### config.mk
export PLATFORM = sky130hd
export DESIGN_NAME = neuron_layer_sequencer
export DESIGN_NICKNAME = d
export VERILOG_FILES = /design/src/rtl/neuron_layer_sequencer.sv
export SDC_FILE = /design/constraint.sdc
export NUM_CORES = 1
export LEC_CHECK = 0
export ABC_AREA = 1
export BUFFER_PORTS_ARGS = -buffer_cell sky130_fd_sc_hd__buf_4
export CORE_MARGIN = 1.5
export CORE_UTILIZATION = 28
export CTS_CLUSTER_DIAMETER = 80
export DETAILED_ROUTE_END_ITERATION = 7
export GPL_ROUTABILITY_DRIVEN = 0
export PLACE_DENSITY = 0.62
export SLEW_MARGIN = 20
export SYNTH_ARGS = -nofsm -noshare
export SYNTH_HDL_FRONTEND = slang
export SYNTH_SLANG_ARGS = --single-unit
### constraint.sdc
create_clock -name clk -period 2.6 [get_ports clk]
set_clock_uncertainty 0.15 [all_clocks]
set_input_delay 0.13 -clock clk [delete_from_list [all_inputs] [get_ports clk]]
set_output_delay 0.13 -clock clk [all_outputs]
set_load 0.05 [all_outputs]
### src/rtl/neuron_layer_sequencer.sv
`default_nettype none
// ============================================================================
//  Module      : neuron_layer_sequencer
//  Description : Sequencer for one fully-connected neural-network layer.
//                For every neuron j it streams x[i] and w[j][i] from
//                synchronous memories into a downstream signed MAC. It then
//                adds the bias, applies ReLU, rescales by an arithmetic right
//                shift, saturates, and writes y[j]. The top-level controller
//                uses a start/busy/done handshake.
//
//  Ports       : clk         rising-edge clock
//                aclr        asynchronous active-high reset
//                start       one-cycle run request (ignored while busy)
//                busy        high in every state except IDLE
//                done        one-cycle pulse after the final y write
//                x_addr      activation memory address (i)
//                x_data      activation read data (1-cycle latency)
//                w_addr      weight memory address (j*N_INPUTS+i)
//                w_data      weight read data (1-cycle latency)
//                b_addr      bias memory address (j)
//                b_data      bias read data (1-cycle latency)
//                mac_dataa   MAC operand A (activation)
//                mac_datab   MAC operand B (weight)
//                mac_clken   MAC clock enable
//                mac_sload   MAC synchronous load (first product of a neuron)
//                mac_result  registered MAC accumulator output
//                y_addr      output activation address
//                y_data      output activation (always >= 0)
//                y_valid     write strobe for y_addr/y_data
//
//  Revision    : 1.0  initial release
// ============================================================================
module neuron_layer_sequencer #(
    parameter int N_INPUTS  = 784,
    parameter int N_NEURONS = 32,
    parameter int WIDTH_A   = 32,
    parameter int WIDTH_B   = 8,
    parameter int WIDTH_OUT = 32,
    parameter int SHIFT     = 8,
    parameter int WIDTH_Y   = 8
) (
    input  logic                                              clk,
    input  logic                                              aclr,
    input  logic                                              start,
    output logic                                              busy,
    output logic                                              done,
    output logic [$clog2(N_INPUTS)-1:0]                       x_addr,
    input  logic [WIDTH_A-1:0]                                x_data,
    output logic [$clog2(N_INPUTS*N_NEURONS)-1:0]             w_addr,
    input  logic [WIDTH_B-1:0]                                w_data,
    output logic [((N_NEURONS > 1) ? $clog2(N_NEURONS) : 1)-1:0] b_addr,
    input  logic [WIDTH_OUT-1:0]                              b_data,
    output logic [WIDTH_A-1:0]                                mac_dataa,
    output logic [WIDTH_B-1:0]                                mac_datab,
    output logic                                              mac_clken,
    output logic                                              mac_sload,
    input  logic [WIDTH_OUT-1:0]                              mac_result,
    output logic [((N_NEURONS > 1) ? $clog2(N_NEURONS) : 1)-1:0] y_addr,
    output logic [WIDTH_Y-1:0]                                y_data,
    output logic                                              y_valid
);

    // ------------------------------------------------------------------
    // Derived widths and constants
    // ------------------------------------------------------------------
    localparam int c_XW = $clog2(N_INPUTS);
    localparam int c_WW = $clog2(N_INPUTS * N_NEURONS);
    localparam int c_JW = (N_NEURONS > 1) ? $clog2(N_NEURONS) : 1;

    localparam logic [c_XW-1:0] c_I_LAST = c_XW'(N_INPUTS - 1);
    localparam logic [c_JW-1:0] c_J_LAST = c_JW'(N_NEURONS - 1);
    localparam logic [c_WW-1:0] c_W_STEP = c_WW'(N_INPUTS);

    // Largest positive value representable in the signed WIDTH_Y output,
    // held in the (WIDTH_OUT+1)-bit signed domain of the bias sum.
    localparam logic signed [WIDTH_OUT:0] c_Y_MAX =
        {{(WIDTH_OUT + 2 - WIDTH_Y){1'b0}}, {(WIDTH_Y - 1){1'b1}}};

    // ------------------------------------------------------------------
    // State encoding
    // ------------------------------------------------------------------
    localparam logic [2:0] c_ST_IDLE   = 3'd0;
    localparam logic [2:0] c_ST_ACCUM  = 3'd1;
    localparam logic [2:0] c_ST_DRAIN  = 3'd2;
    localparam logic [2:0] c_ST_SETTLE = 3'd3;
    localparam logic [2:0] c_ST_WRITE  = 3'd4;
    localparam logic [2:0] c_ST_DONE   = 3'd5;

    // ------------------------------------------------------------------
    // Registers
    // ------------------------------------------------------------------
    logic [2:0]         r_state;
    logic [c_XW-1:0]    r_i;        // input index within the current neuron
    logic [c_JW-1:0]    r_j;        // current neuron index
    logic [c_WW-1:0]    r_wbase;    // j*N_INPUTS, kept incrementally
    logic               r_vld;      // read data on x_data/w_data is valid
    logic               r_first;    // valid data belongs to i == 0
    logic [WIDTH_Y-1:0] r_y_data;
    logic [c_JW-1:0]    r_y_addr;

    // ------------------------------------------------------------------
    // Bias, ReLU, rescale and saturate
    // ------------------------------------------------------------------
    // One extra bit keeps the bias addition from wrapping.
    logic signed [WIDTH_OUT:0] w_sum;
    logic signed [WIDTH_OUT:0] w_shift;
    logic signed [WIDTH_OUT:0] w_relu;
    logic [WIDTH_Y-1:0]        w_y_sat;

    always_comb begin
        w_sum   = $signed({mac_result[WIDTH_OUT-1], mac_result})
                + $signed({b_data[WIDTH_OUT-1], b_data});
        w_shift = w_sum >>> SHIFT;
        w_relu  = w_sum[WIDTH_OUT] ? '0 : w_shift;
        w_y_sat = (w_relu > c_Y_MAX) ? c_Y_MAX[WIDTH_Y-1:0]
                                     : w_relu[WIDTH_Y-1:0];
    end

    // ------------------------------------------------------------------
    // Sequencer
    // ------------------------------------------------------------------
    always_ff @(posedge clk or posedge aclr) begin
        if (aclr) begin
            r_state  <= c_ST_IDLE;
            r_i      <= '0;
            r_j      <= '0;
            r_wbase  <= '0;
            r_vld    <= 1'b0;
            r_first  <= 1'b0;
            r_y_data <= '0;
            r_y_addr <= '0;
        end else begin
            // Memories answer one cycle after the address, so the valid
            // flag is simply "an address was issued last cycle".
            r_vld   <= (r_state == c_ST_ACCUM);
            r_first <= (r_state == c_ST_ACCUM) && (r_i == '0);

            case (r_state)
                c_ST_IDLE: begin
                    if (start) begin
                        r_state <= c_ST_ACCUM;
                        r_i     <= '0;
                        r_j     <= '0;
                        r_wbase <= '0;
                    end
                end

                c_ST_ACCUM: begin
                    if (r_i == c_I_LAST) begin
                        r_i     <= '0;
                        r_state <= c_ST_DRAIN;
                    end else begin
                        r_i <= r_i + 1'b1;
                    end
                end

                // Last product enters the MAC; b_addr (= j) is already
                // being read so the bias is ready during SETTLE.
                c_ST_DRAIN: begin
                    r_state <= c_ST_SETTLE;
                end

                c_ST_SETTLE: begin
                    r_y_data <= w_y_sat;
                    r_y_addr <= r_j;
                    r_state  <= c_ST_WRITE;
                end

                c_ST_WRITE: begin
                    if (r_j == c_J_LAST) begin
                        r_j     <= '0;
                        r_wbase <= '0;
                        r_state <= c_ST_DONE;
                    end else begin
                        r_j     <= r_j + 1'b1;
                        r_wbase <= r_wbase + c_W_STEP;
                        r_state <= c_ST_ACCUM;
                    end
                end

                c_ST_DONE: begin
                    r_state <= c_ST_IDLE;
                end

                default: begin
                    r_state <= c_ST_IDLE;
                end
            endcase
        end
    end

    // ------------------------------------------------------------------
    // Outputs
    // ------------------------------------------------------------------
    always_comb begin
        busy    = (r_state != c_ST_IDLE);
        done    = (r_state == c_ST_DONE);
        y_valid = (r_state == c_ST_WRITE);
        y_data  = r_y_data;
        y_addr  = r_y_addr;

        x_addr  = r_i;
        w_addr  = r_wbase + c_WW'(r_i);
        b_addr  = r_j;

        // MAC operands are forced to zero outside valid cycles so the MAC
        // only ever sees data that matches an issued address. sload on the
        // first product of every neuron discards stale accumulator content.
        mac_clken = r_vld;
        mac_sload = r_vld & r_first;
        mac_dataa = r_vld ? x_data : '0;
        mac_datab = r_vld ? w_data : '0;
    end

endmodule
`default_nettype wire

Word-level counts from Yosys, hierarchy flattened --
Cells that the tools add are included.
Storage, ports and cells: flip-flop bits (word level) 48, output and inout port bits 88, logic and storage cells 50
Operators by class: add/subtract/negate cells 5, $lt $le $gt $ge 1, equality and inequality tests 9, muxes and demuxes 17, bitwise logic cells 1, reductions and logical operators 9
Operators by type and width (count):
- adder 32 x 32 -> 33 bit | 1
- 2-to-1 mux 32 bit | 1
- 2-to-1 mux 15 bit | 2
- one-hot mux 15 bit (2 select lines) | 1
- > comparator 24 x 7 -> 1 bit (second input constant) | 1
- 2-to-1 mux 24 bit | 1
- 2-to-1 mux 10 bit | 2
- one-hot mux 10 bit (2 select lines) | 1
- 2-to-1 mux 8 bit | 2
- adder 15 x 10 -> 15 bit | 1
- adder 15 x 10 -> 15 bit (second input constant) | 1
- one-hot mux 3 bit (5 select lines) | 1
- adder 10 x 1 -> 10 bit (second input constant) | 1
- == test 10 bit (second input constant) | 1
- logical NOT 10 bit | 1
- 2-to-1 mux 5 bit | 2
- one-hot mux 5 bit (2 select lines) | 1
- 2-to-1 mux 3 bit | 3
- == test 3 x 2 -> 1 bit (second input constant) | 2
- == test 3 bit (second input constant) | 2
- AND reduction 2 bit | 3
- adder 5 x 1 -> 5 bit (second input constant) | 1
- == test 5 bit (second input constant) | 1
- nonzero test 2 bit | 2
- other kinds (7) | 7

Depth between registers and ports, before layout --
Gate-level depths: netlist of the first run.
depth in word-level cells 4, depth in mapped cells 20, mapped depth without buffers 20

Least setup slack after synthesis of the first run --
OpenSTA, ideal clock, no wires.
kind reg-to-output, from reg r_i[5] (netlist: x_addr[5]), to out w_addr[14], arrival 2778 ps, required time 2320 ps, slack -458 ps, cell stages (with the launch flop) 13, path buffers 0, cells stage by stage dfrtp_1 -> ha_1 -> nand2_1 -> nand2_1 -> a21oi_1 -> nor2_1 -> nor2_1 -> nor2_1 -> nor2_1 -> o21bai_2 -> nand2_1 -> nor4_2 -> xor2_1
Between the ends: longest elaborated chain between the ends 1
RTL lines:
- start, declared | line 93 | logic [c_XW-1:0] r_i;
- start signal, assigned | line 153 | r_i <= r_i + 1'b1;
- adder 15 x 10 -> 15 bit | line 203 | w_addr = r_wbase + c_WW'(r_i);
- end, declared | line 49 | output logic [$clog2(N_INPUTS*N_NEURONS)-1:0] w_addr,
Every way passes these cells.

Final worst setup path of the first run --
from reg r_wbase[5], to out w_addr[6]
Between the ends: longest elaborated chain between the ends 1
RTL lines:
- start, declared | line 95 | logic [c_WW-1:0] r_wbase;
- start signal, assigned | line 176 | r_wbase <= r_wbase + c_W_STEP;
- adder 15 x 10 -> 15 bit | line 203
Every way passes these cells.

==> flow_summary.json, run 1 <==
{
  "status": "finished with violations",
  "violations": "negative setup slack",
  "cts_root_buf": "clkbuf_16",
  "reg2reg_to": "x_addr[9]",
  "maxCapViolCount": 0,
  "wl_per_cell_um": 12.3,
  "hold_start": "start",
  "grt_overflow": 0,
  "grt_max_degree": 43,
  "dp.cells": 1359,
  "row_count": 50,
  "synth_cell_types": 39,
  "dr.pass1.iters": 7,
  "die_w_um": 140,
  "fmax_mhz": 358,
  "drc": 0,
  "nFillCells": 2022,
  "cp_slowest_cell": "dfrtp_1",
  "antenna_cells": 0,
  "track_usage": 0.170,
  "criticalPathCategory": "reg2out",
  "pwr_density_cell_nw_per_um2": 304,
  "clock_latency_ps": 280,
  "rrSetupSlack_ps": 490,
  "nets": 1297,
  "ant_nets": 0,
  "vdd_drop_max_uv": 213,
  "port_buffers": 194,
  "max_stage_delay_ps": 410,
  "yosys_warnings": 0,
  "synth.avg_cell_area_um2": 5.72,
  "tns_ps": -477,
  "clkTransAtPathRegs_ps": 60,
  "die-height_um": 140,
  "pin_count": 195,
  "endpoint_kind": "output pin",
  "regArea_um2": 1100,
  "post-route-min-period_ps": 2790,
  "final-hold-violation-count": 0,
  "dpl.hpwl_um": 14400,
  "crit_required_ps": 2320,
  "grt_pass1_vias": 5688,
  "drive_gt1_frac": 0.256,
  "yosysTopAreaCell": "nand2_1",
  "setup_viol": 4,
  "dieArea_um2": 19700,
  "rsz0062_at_grt": "yes",
  "vias": 6108,
  "multiInputGateArea_um2": 3390,
  "hp-class": "in2reg",
  "cp_max_fo": 2,
  "vias_per_cell": 4.42,
  "final_max_slew_viol_count": 0,
  "ys_seq_area_frac": 0.208,
  "r2r_cells": 9,
  "area_growth_syn_to_layout_pct": 41.9,
  "tightest_slew_ps": 565,
  "p_leak_nw": 4.63,
  "syn_inst": 925,
  "crit_path_frequent_cell": "buf_4",
  "min_path_cells": 3,
  "htreeDepth": 2,
  "slew_headroom": 0.623,
  "whs_endpoint": "r_state[1]",
  "final_cells": 1383,
  "drt_wl_total_um": 17000,
  "crit_arrival_ps": 2510,
  "clock_path_buffers": 2,
  "synth_seq_cells": 44,
  "reg2reg_from": "x_addr[2]",
  "finalPower_mw": 2.28,
  "yosysTopAreaCellShare": 0.237,
  "fin_util": 0.403,
  "synth_area_um2": 5290,
  "syn_nets": 1074,
  "start_util": 0.284,
  "cp-start-kind": "flip-flop",
  "numCtsBuffers": 5,
  "clock_sinks": 44,
  "finalWorstSetupSlack_ps": -194,
  "period_share": 1.07,
  "drt-initial-drc-count": 267,
  "synth.area.top_cells": "nand2_1 24%, dfrtp_1 21%, inv_1 15%, ha_1 9.9%, nor2_1 4.5%",
  "grt_pass1_wl_um": 27200,
  "grt_antenna_before_repair": 0,
  "core_um2": 18600,
  "cts_tree": "done",
  "worstPathCellList": "ha_4 > nand2_2 > nand2_2 > buf_4 > buf_4 > buf_4 > buf_4 > buf_4 > buf_4 > buf_4 > buf_4 > buf_4 > xor2_1 > buf_4"
}
## metal layers
metal,share of wire,GRT usage,up-vias
li1,-,-,3248
met1,0.44,0.202,2658
met2,0.48,0.309,184
met3,0.060,0.0332,18
met4,0.024,0.0477,0
met5,0,0,-
## worst max-delay path: cells and delay by family, from the launching register on
kind | cells | cell delay [ps]
xor gates and xnor gates | 1 | 120
adders and majority gates | 1 | 250
buffers and inverters | 10 | 1310
DFF | 1 | 410
and+or+nand+nor | 2 | 130
## placed cells by master (no fill, tap or decap), types with 5 or more instances in the layout
cell type / Yosys / routed
a21oi_1: 29 / 27
a31oi_1: 6 / 6
buf_4: 2 / 227
clkbuf_16: 0 / 5
dfrtp_1: 44 / 41
ha_1: 42 / 40
inv_1: 216 / 215
nand2_1: 334 / 331
nand2_2: 11 / 14
nand3_1: 46 / 46
nand3b_1: 8 / 8
nand4_1: 5 / 5
nor2_1: 63 / 60
nor2_2: 6 / 7
nor3_1: 11 / 11
o21ai_0: 26 / 26
o22ai_1: 9 / 9
or2_2: 12 / 12
xor2_1: 11 / 9
## state kept, by name, indices dropped and copies added, names as in the netlist
| register | count |
|---|---|
| x_addr | 10 |
| r_state | 3 |
| y_data | 8 |
| r_first | 1 |
| b_addr | 5 |
| r_wbase | 11 |
| mac_clken | 1 |
| y_addr | 5 |
## worst max-delay path by stage
| stage | to | cells past startpoint | from |
|---|---|---|---|
| detailed placement | w_addr[14] | 14 | x_addr[5] |
| floorplan | w_addr[14] | 12 | x_addr[5] |
| global route | w_addr[14] | 14 | x_addr[5] |
| finish | w_addr[6] | 14 | r_wbase[5] |
| global placement | w_addr[14] | 14 | x_addr[5] |
| CTS | w_addr[14] | 14 | x_addr[5] |
## per-stage QoR
| stage | instance area (um2) | hold WS, ps | setup WS [ps] |
|---|---|---|---|
| final | 7510 | 54.9 | -194 |
| after global routing | 7510 | 75.3 | -318 |
| after CTS | 7490 | 54.3 | -212 |
| after detailed placement | 7200 | 119 | 12.7 |
| after global placement | 7200 | 121 | 40.5 |
| after floorplan | 5370 | 179 | -187 |
## synthesized netlist by cell type (all sizes together)
cell	count
and3	1
nand3b	8
or2	12
nor4	6
nor2	71
a31oi	6
ha	42
a32o	2
clkbuf	12
a21oi	29
nand2	345
buf	3
xnor2	4
o22ai	9
o21ai	27
nand4	5
xor2	11
o32ai	2
nor3	13
nand3	47
clkinv	2
o31a	1
o21bai	2
inv	218
a21o	1
and2	1
o31ai	1
dfrtp	44
## layout make-up
cell class,instances,area share
multi-input cells,646,0.451
repair buffers,231,0.233
flip-flops and latches,44,0.147
inverters,220,0.110
well taps,234,0.0390
clock buffers,7,0.0190
clock inverters,1,0.00100
## kinds of logic (layout without fill, tap and decap cells)
| logic type | count (synthesis) | count (layout) | synth area share |
|---|---|---|---|
| simple gates | 509 | 509 | 0.412 |
| fa+ha+maj | 42 | 42 | 0.0993 |
| flops | 44 | 44 | 0.208 |
| xor+xnor | 15 | 15 | 0.0248 |
| buf+inv | 235 | 459 | 0.170 |
| compound gates | 80 | 80 | 0.0865 |
## repair_timing
item,in CTS,in global routing
hold buffers,1,0
setup buffers,13,2
setup endpoints to repair,4,6
hold endpoints to repair,26,0
resized for setup,8,1
pin swaps,10,4
## where the power goes
| group | internal (mW) | switching [mW] | total [mW] | leakage [nW] |
|---|---|---|---|---|
| combinational | 0.360 | 0.598 | 0.958 | 4.05 |
| clock | 0.383 | 0.257 | 0.640 | 0.0701 |
| sequential | 0.685 | 0 | 0.685 | 0.509 |
| total | 1.43 | 0.855 | 2.28 | 4.63 |
No activity file was read; power rests on OpenSTA's default activity.
==> run 2: changes to the inputs <==
--- a/config.mk
+++ b/config.mk
@@ -12,8 +12,8 @@
 export CTS_CLUSTER_DIAMETER = 80
 export DETAILED_ROUTE_END_ITERATION = 7
 export GPL_ROUTABILITY_DRIVEN = 0
+export MAX_ROUTING_LAYER = met4
 export PLACE_DENSITY = 0.62
-export SLEW_MARGIN = 20
 export SYNTH_ARGS = -nofsm -noshare
 export SYNTH_HDL_FRONTEND = slang
 export SYNTH_SLANG_ARGS = --single-unit
==> run 2 against run 1 <==
  * Design area unchanged
  * Power about the same
  * Critical path type unchanged
  * Setup slack worse by 0.64 ps
  * Count of clock-buffer cells in the layout did not move
  * Register-to-register slack is essentially flat
  * The flow still finishes with violations (negative setup slack)
  * Combinational power about the same
  * Hold slack about the same
  * Die area stayed put
  * Critical path depth unchanged
  * Global-route usage increased by 0.51 points
==> flow_summary.json, run 2 (synthesis results as in run 1) <==
{
  "path_delay_family": "buffers and inverters",
  "finalWorstSetupSlack_ps": -195,
  "top_register": "r_wbase",
  "track_usage": 0.175,
  "setup_viol": 4,
  "status": "finished with violations",
  "grt_max_degree": 43,
  "tns_ps": -478,
  "clock_path_buffers": 2,
  "fmax_mhz": 358,
  "vdd_drop_max_uv": 213,
  "period_share": 1.07,
  "pre_cts_slack_ps": 12.7,
  "worst-path-buf-inv": 10,
  "core_um2": 18600,
  "clkTransAtPathRegs_ps": 60,
  "violations": "negative setup slack",
  "vias_per_cell": 4.42,
  "crit_required_ps": 2320,
  "reg2reg_from": "x_addr[2]",
  "hp-class": "in2reg",
  "dieArea_um2": 19700,
  "grt_pass1_wl_um": 27300,
  "row_count": 50,
  "slew_headroom": 0.623,
  "crit_arrival_ps": 2510,
  "htreeDepth": 2,
  "criticalPathCategory": "reg2out",
  "dr.pass1.iters": 5,
  "worstPathCellList": "ha_4 > nand2_2 > nand2_2 > buf_4 > buf_4 > buf_4 > buf_4 > buf_4 > buf_4 > buf_4 > buf_4 > buf_4 > xor2_1 > buf_4",
  "clock_sinks": 44,
  "crit_path_frequent_cell": "buf_4",
  "final-hold-violation-count": 0,
  "cts_root_buf": "clkbuf_16",
  "final_max_slew_viol_count": 0,
  "drt_wl_total_um": 17000,
  "cp_max_fo": 2,
  "maxCapViolCount": 0,
  "drive_gt1_frac": 0.256,
  "cp-startpoint": "r_wbase[5]",
  "vias": 6119,
  "final_common_cell": "nand2_1",
  "post-route-min-period_ps": 2790,
  "cts_tree": "done",
  "clock_latency_ps": 280,
  "largest_reg_flops": 11,
  "cp-start-kind": "flip-flop",
  "dpl.hpwl_um": 14400,
  "hold_start": "start",
  "nets": 1297,
  "area_growth_syn_to_layout_pct": 41.9,
  "grt_pass1_vias": 5689,
  "p_leak_nw": 4.63,
  "port_buffers": 194,
  "cp_slowest_cell": "dfrtp_1",
  "drt-initial-drc-count": 293,
  "tightest_slew_ps": 565,
  "grt_antenna_before_repair": 0,
  "start_util": 0.284,
  "die_w_um": 140,
  "drc": 0,
  "rsz0062_at_grt": "yes",
  "pin_count": 195,
  "antenna_cells": 0,
  "grt_overflow": 0,
  "pwr_density_cell_nw_per_um2": 304,
  "ant_nets": 0,
  "wl_per_cell_um": 12.3,
  "endpoint_kind": "output pin",
  "max_stage_delay_ps": 410,
  "final_cell_mix": "331 x nand2_1, 227 x buf_4, 215 x inv_1",
  "numCtsBuffers": 5,
  "die-height_um": 140
}
[run 2: cell counts in the layout (fill, tap and decap cells not counted)]
No cell type changed its count.
[run 2: routing by layer]
layer	up-vias	GRT usage	wire length, um
met1	2662	0.204	7510
met5	-	-	0
met3	18	0.0301	1020
li1	3250	-	-
met2	189	0.308	8100
met4	0	0.0510	395
[run 2: cell type report]
type,instances,area [um2]
clock buffers,7,143
clock inverters,1,7.51
flip-flops and latches,44,1100
repair buffers,231,1750
well taps,234,293
inverters,220,826
fillers,2022,11100
multi-input cells,646,3390
[run 2: worst paths after layout]
| path | end | slack (ps) | depth (start not counted) |
|---|---|---|---|
| setup / recovery | w_addr[6] | -190 | 14 |
| hold / removal | r_state[1] | 60 | 3 |
| setup reg to reg | x_addr[9] | 490 | 9 |
| hold reg to reg | y_addr[2] | 350 | 2 |
| max in group asynchronous | r_state[1] | 1300 | 4 |
| min in group asynchronous | r_first | 340 | 3 |
[run 2: repair_timing]
item                       CTS  global route
gates resized for setup      8             1
pin swaps                   10             4
buffers inserted            13             2
hold endpoints to repair    26             0
hold buffers                 1             0
setup endpoints to repair    4             6
[run 2: tightest hold or removal path, stage by stage]
cell and delay, ps:
buf_4 100, o21ai_0 110, nor2_1 100
[run 2: where the power goes]
part	leakage [nW]	switching (mW)	internal, mW
combinational	4.05	0.597	0.360
clock	0.0701	0.257	0.383
sequential	0.509	0	0.685
total	4.63	0.854	1.43
[run 2: per-stage QoR]
| stage | hold slack, ps | std cells | cell area (um2) | power, mW | util |
|---|---|---|---|---|---|
| 2_1_floorplan | 179 | 925 | 5370 | 1.33 | - |
| 3_3_place_gp | 121 | 1359 | 7200 | 1.65 | 0.386 |
| 3_5_place_dp | 119 | 1359 | 7200 | 1.65 | 0.386 |
| 4_1_cts | 54.3 | 1381 | 7490 | 2.30 | 0.402 |
| 5_1_grt | 77.8 | 1383 | 7510 | 2.43 | 0.403 |
| 6_report | 55.0 | 1383 | 7510 | 2.28 | 0.403 |
==> run 3: changes to the inputs <==
--- a/config.mk
+++ b/config.mk
@@ -7,13 +7,16 @@
 export LEC_CHECK = 0
 export ABC_AREA = 1
 export BUFFER_PORTS_ARGS = -buffer_cell sky130_fd_sc_hd__buf_4
+export CELL_PAD_IN_SITES_DETAIL_PLACEMENT = 1
+export CELL_PAD_IN_SITES_GLOBAL_PLACEMENT = 1
 export CORE_MARGIN = 1.5
 export CORE_UTILIZATION = 28
 export CTS_CLUSTER_DIAMETER = 80
 export DETAILED_ROUTE_END_ITERATION = 7
 export GPL_ROUTABILITY_DRIVEN = 0
 export MAX_ROUTING_LAYER = met4
-export PLACE_DENSITY = 0.62
+export PLACE_DENSITY = 0.83
+export REMOVE_ABC_BUFFERS = 1
 export SYNTH_ARGS = -nofsm -noshare
 export SYNTH_HDL_FRONTEND = slang
 export SYNTH_SLANG_ARGS = --single-unit
==> run 3 against run 2 <==
  * The flow still finishes with violations (negative setup slack)
  * Combinational power up 2.1%
  * Global-route usage up 2.8 points
  * Hold slack better by 4.1 ps
  * Sequential cell count unchanged
  * Final cell count down 0.72%
  * Clock power up 15%
  * Critical path depth unchanged
  * Count of clock-buffer cells in the layout down 2
  * Register-to-register slack worse by 140 ps
  * Routed wire length up 16%
  * Highest routed layer unchanged
  * First-iteration DRC count down 19%
==> flow_summary.json, run 3 (synthesis results as in run 1) <==
{
  "grt_overflow": 0,
  "p_clk_frac": 0.307,
  "drc": 0,
  "final_common_cell": "nand2_1",
  "drt_wl_total_um": 19800,
  "cp_max_fo": 2,
  "vias": 6451,
  "vias_per_cell": 4.70,
  "die-height_um": 140,
  "grt_pass1_wl_um": 31500,
  "area_growth_syn_to_layout_pct": 40.6,
  "whs_endpoint": "r_state[1]",
  "p_leak_nw": 4.60,
  "dpl.hpwl_um": 15800,
  "endpoint_kind": "output pin",
  "pwr-share-seq": 0.286,
  "reg2reg_from": "x_addr[2]",
  "criticalPathCategory": "reg2out",
  "largest_reg_flops": 11,
  "fin_area_um2": 7440,
  "drt-initial-drc-count": 237,
  "vdd_drop_max_uv": 213,
  "crit_required_ps": 2320,
  "cts_root_buf": "clkbuf_16",
  "maxCapViolCount": 0,
  "comb_power_share": 0.408,
  "nFillCells": 2494,
  "violations": "negative setup slack",
  "clock_path_buffers": 2,
  "grt_pass1_vias": 6521,
  "post-route-min-period_ps": 2720,
  "antenna_cells": 0,
  "final-hold-violation-count": 0,
  "rrSetupSlack_ps": 350,
  "htreeDepth": 2,
  "port_buffers": 194,
  "hp-class": "in2reg",
  "grt_antenna_before_repair": 0,
  "tns_ps": -334,
  "start_util": 0.284,
  "status": "finished with violations",
  "crit_arrival_ps": 2440,
  "pwr_density_cell_nw_per_um2": 322,
  "clkTransAtPathRegs_ps": 70,
  "top_register": "r_wbase",
  "track_usage": 0.203,
  "core_um2": 18600,
  "row_count": 50,
  "dr.pass1.iters": 4,
  "numCtsBuffers": 5,
  "ant_nets": 0,
  "dieArea_um2": 19700,
  "fmax_mhz": 367,
  "final_cell_mix": "331 x nand2_1, 218 x buf_4, 215 x inv_1",
  "slew_headroom": 0.352,
  "clock_latency_ps": 290,
  "final_max_slew_viol_count": 0,
  "grt_max_degree": 45,
  "die_w_um": 140,
  "period_share": 1.05,
  "clock_sinks": 44,
  "hold_start": "start",
  "nets": 1287,
  "place_area_um2": 7070,
  "setup_viol": 4,
  "cts_tree": "done",
  "min_path_cells": 3,
  "swShare": 0.374,
  "pin_count": 195,
  "rsz0062_at_grt": "yes",
  "reg2reg_to": "x_addr[9]",
  "tightest_slew_ps": 970,
  "p_int_mw": 1.50,
  "r2r_cells": 9,
  "cp-start-kind": "flip-flop",
  "finalWorstSetupSlack_ps": -122,
  "power.switching_mw": 0.897,
  "drive_gt1_frac": 0.249,
  "wl_per_cell_um": 14.4
}
[run 3: cell types whose count changed in the layout (fill, tap and decap cells not counted), sizes merged]
cell / delta
clkbuf: -2
bufinv: +1
buf: -10
clkinv: +1
[run 3: final cells by class]
| type | count | area, um2 | area share |
|---|---|---|---|
| Tap cell | 234 | 293 | 0.0393 |
| Timing Repair Buffer | 221 | 1670 | 0.224 |
| Sequential cell | 44 | 1100 | 0.148 |
| Multi-Input combinational cell | 646 | 3380 | 0.455 |
| Clock buffer | 5 | 125 | 0.0168 |
| Inverter | 220 | 826 | 0.111 |
| Clock inverter | 3 | 42.5 | 0.00572 |
[run 3: power by group through the flow]
stage	Combinational [mW]	Sequential (mW)	Clock, mW
6_report	0.977	0.684	0.735
5_1_grt	1.09	0.684	0.779
4_1_cts	0.983	0.684	0.733
3_5_place_dp	0.979	0.697	0
3_3_place_gp	0.960	0.697	0
2_1_floorplan	0.625	0.697	0
[run 3: critical path: stages (launching register included)]
cell and delay, ps:
dfrtp_1 420, ha_4 260, nand2_2 80, nand2_4 60, a21oi_4 180, nor2_4 50
buf_4 130, buf_4 120, buf_4 120, buf_4 120, buf_4 120, buf_4 130
nor3_2 110, nor2_1 90, buf_6 150
[run 3: per-layer routing]
| layer | share of wire | wire length (um) | global-route usage |
|---|---|---|---|
| met5 | 0 | 0 | - |
| met4 | 0.025 | 484 | 0.0636 |
| met3 | 0.052 | 1020 | 0.0321 |
| met2 | 0.52 | 10400 | 0.391 |
| met1 | 0.40 | 7880 | 0.209 |
[run 3: through the flow]
| stage | instances | hold WS [ps] | utilization | setup WS (ps) | power [mW] |
|---|---|---|---|---|---|
| global route | 1373 | 87.2 | 0.399 | -224 | 2.55 |
| global placement | 1352 | 251 | 0.379 | 44.4 | 1.66 |
| detailed placement | 1352 | 261 | 0.379 | 8.87 | 1.68 |
| floorplan | 910 | 179 | - | -456 | 1.32 |
| CTS | 1371 | 53.9 | 0.397 | -134 | 2.40 |
| finish | 1373 | 59.2 | 0.399 | -122 | 2.40 |
[run 3: worst max path at each step]
stage,end,cells after the start,slack [ps],from
floorplan,w_addr[14],12,-460,x_addr[5]
finish,w_addr[8],14,-120,x_addr[5]
detailed placement,w_addr[14],13,9,r_wbase[5]
global placement,y_data[6],17,40,b_data[15]
CTS,w_addr[14],13,-130,r_wbase[5]
global route,w_addr[14],13,-220,r_wbase[5]
[run 3: timing repair]
| action | CTS | global route |
|---|---|---|
| endpoints found under the setup margin | 4 | 6 |
| pin swaps | 4 | 1 |
| gates resized for setup | 14 | 7 |
| hold buffers | 1 | 0 |
| hold endpoints to repair | 44 | 0 |
| setup buffers | 10 | 2 |
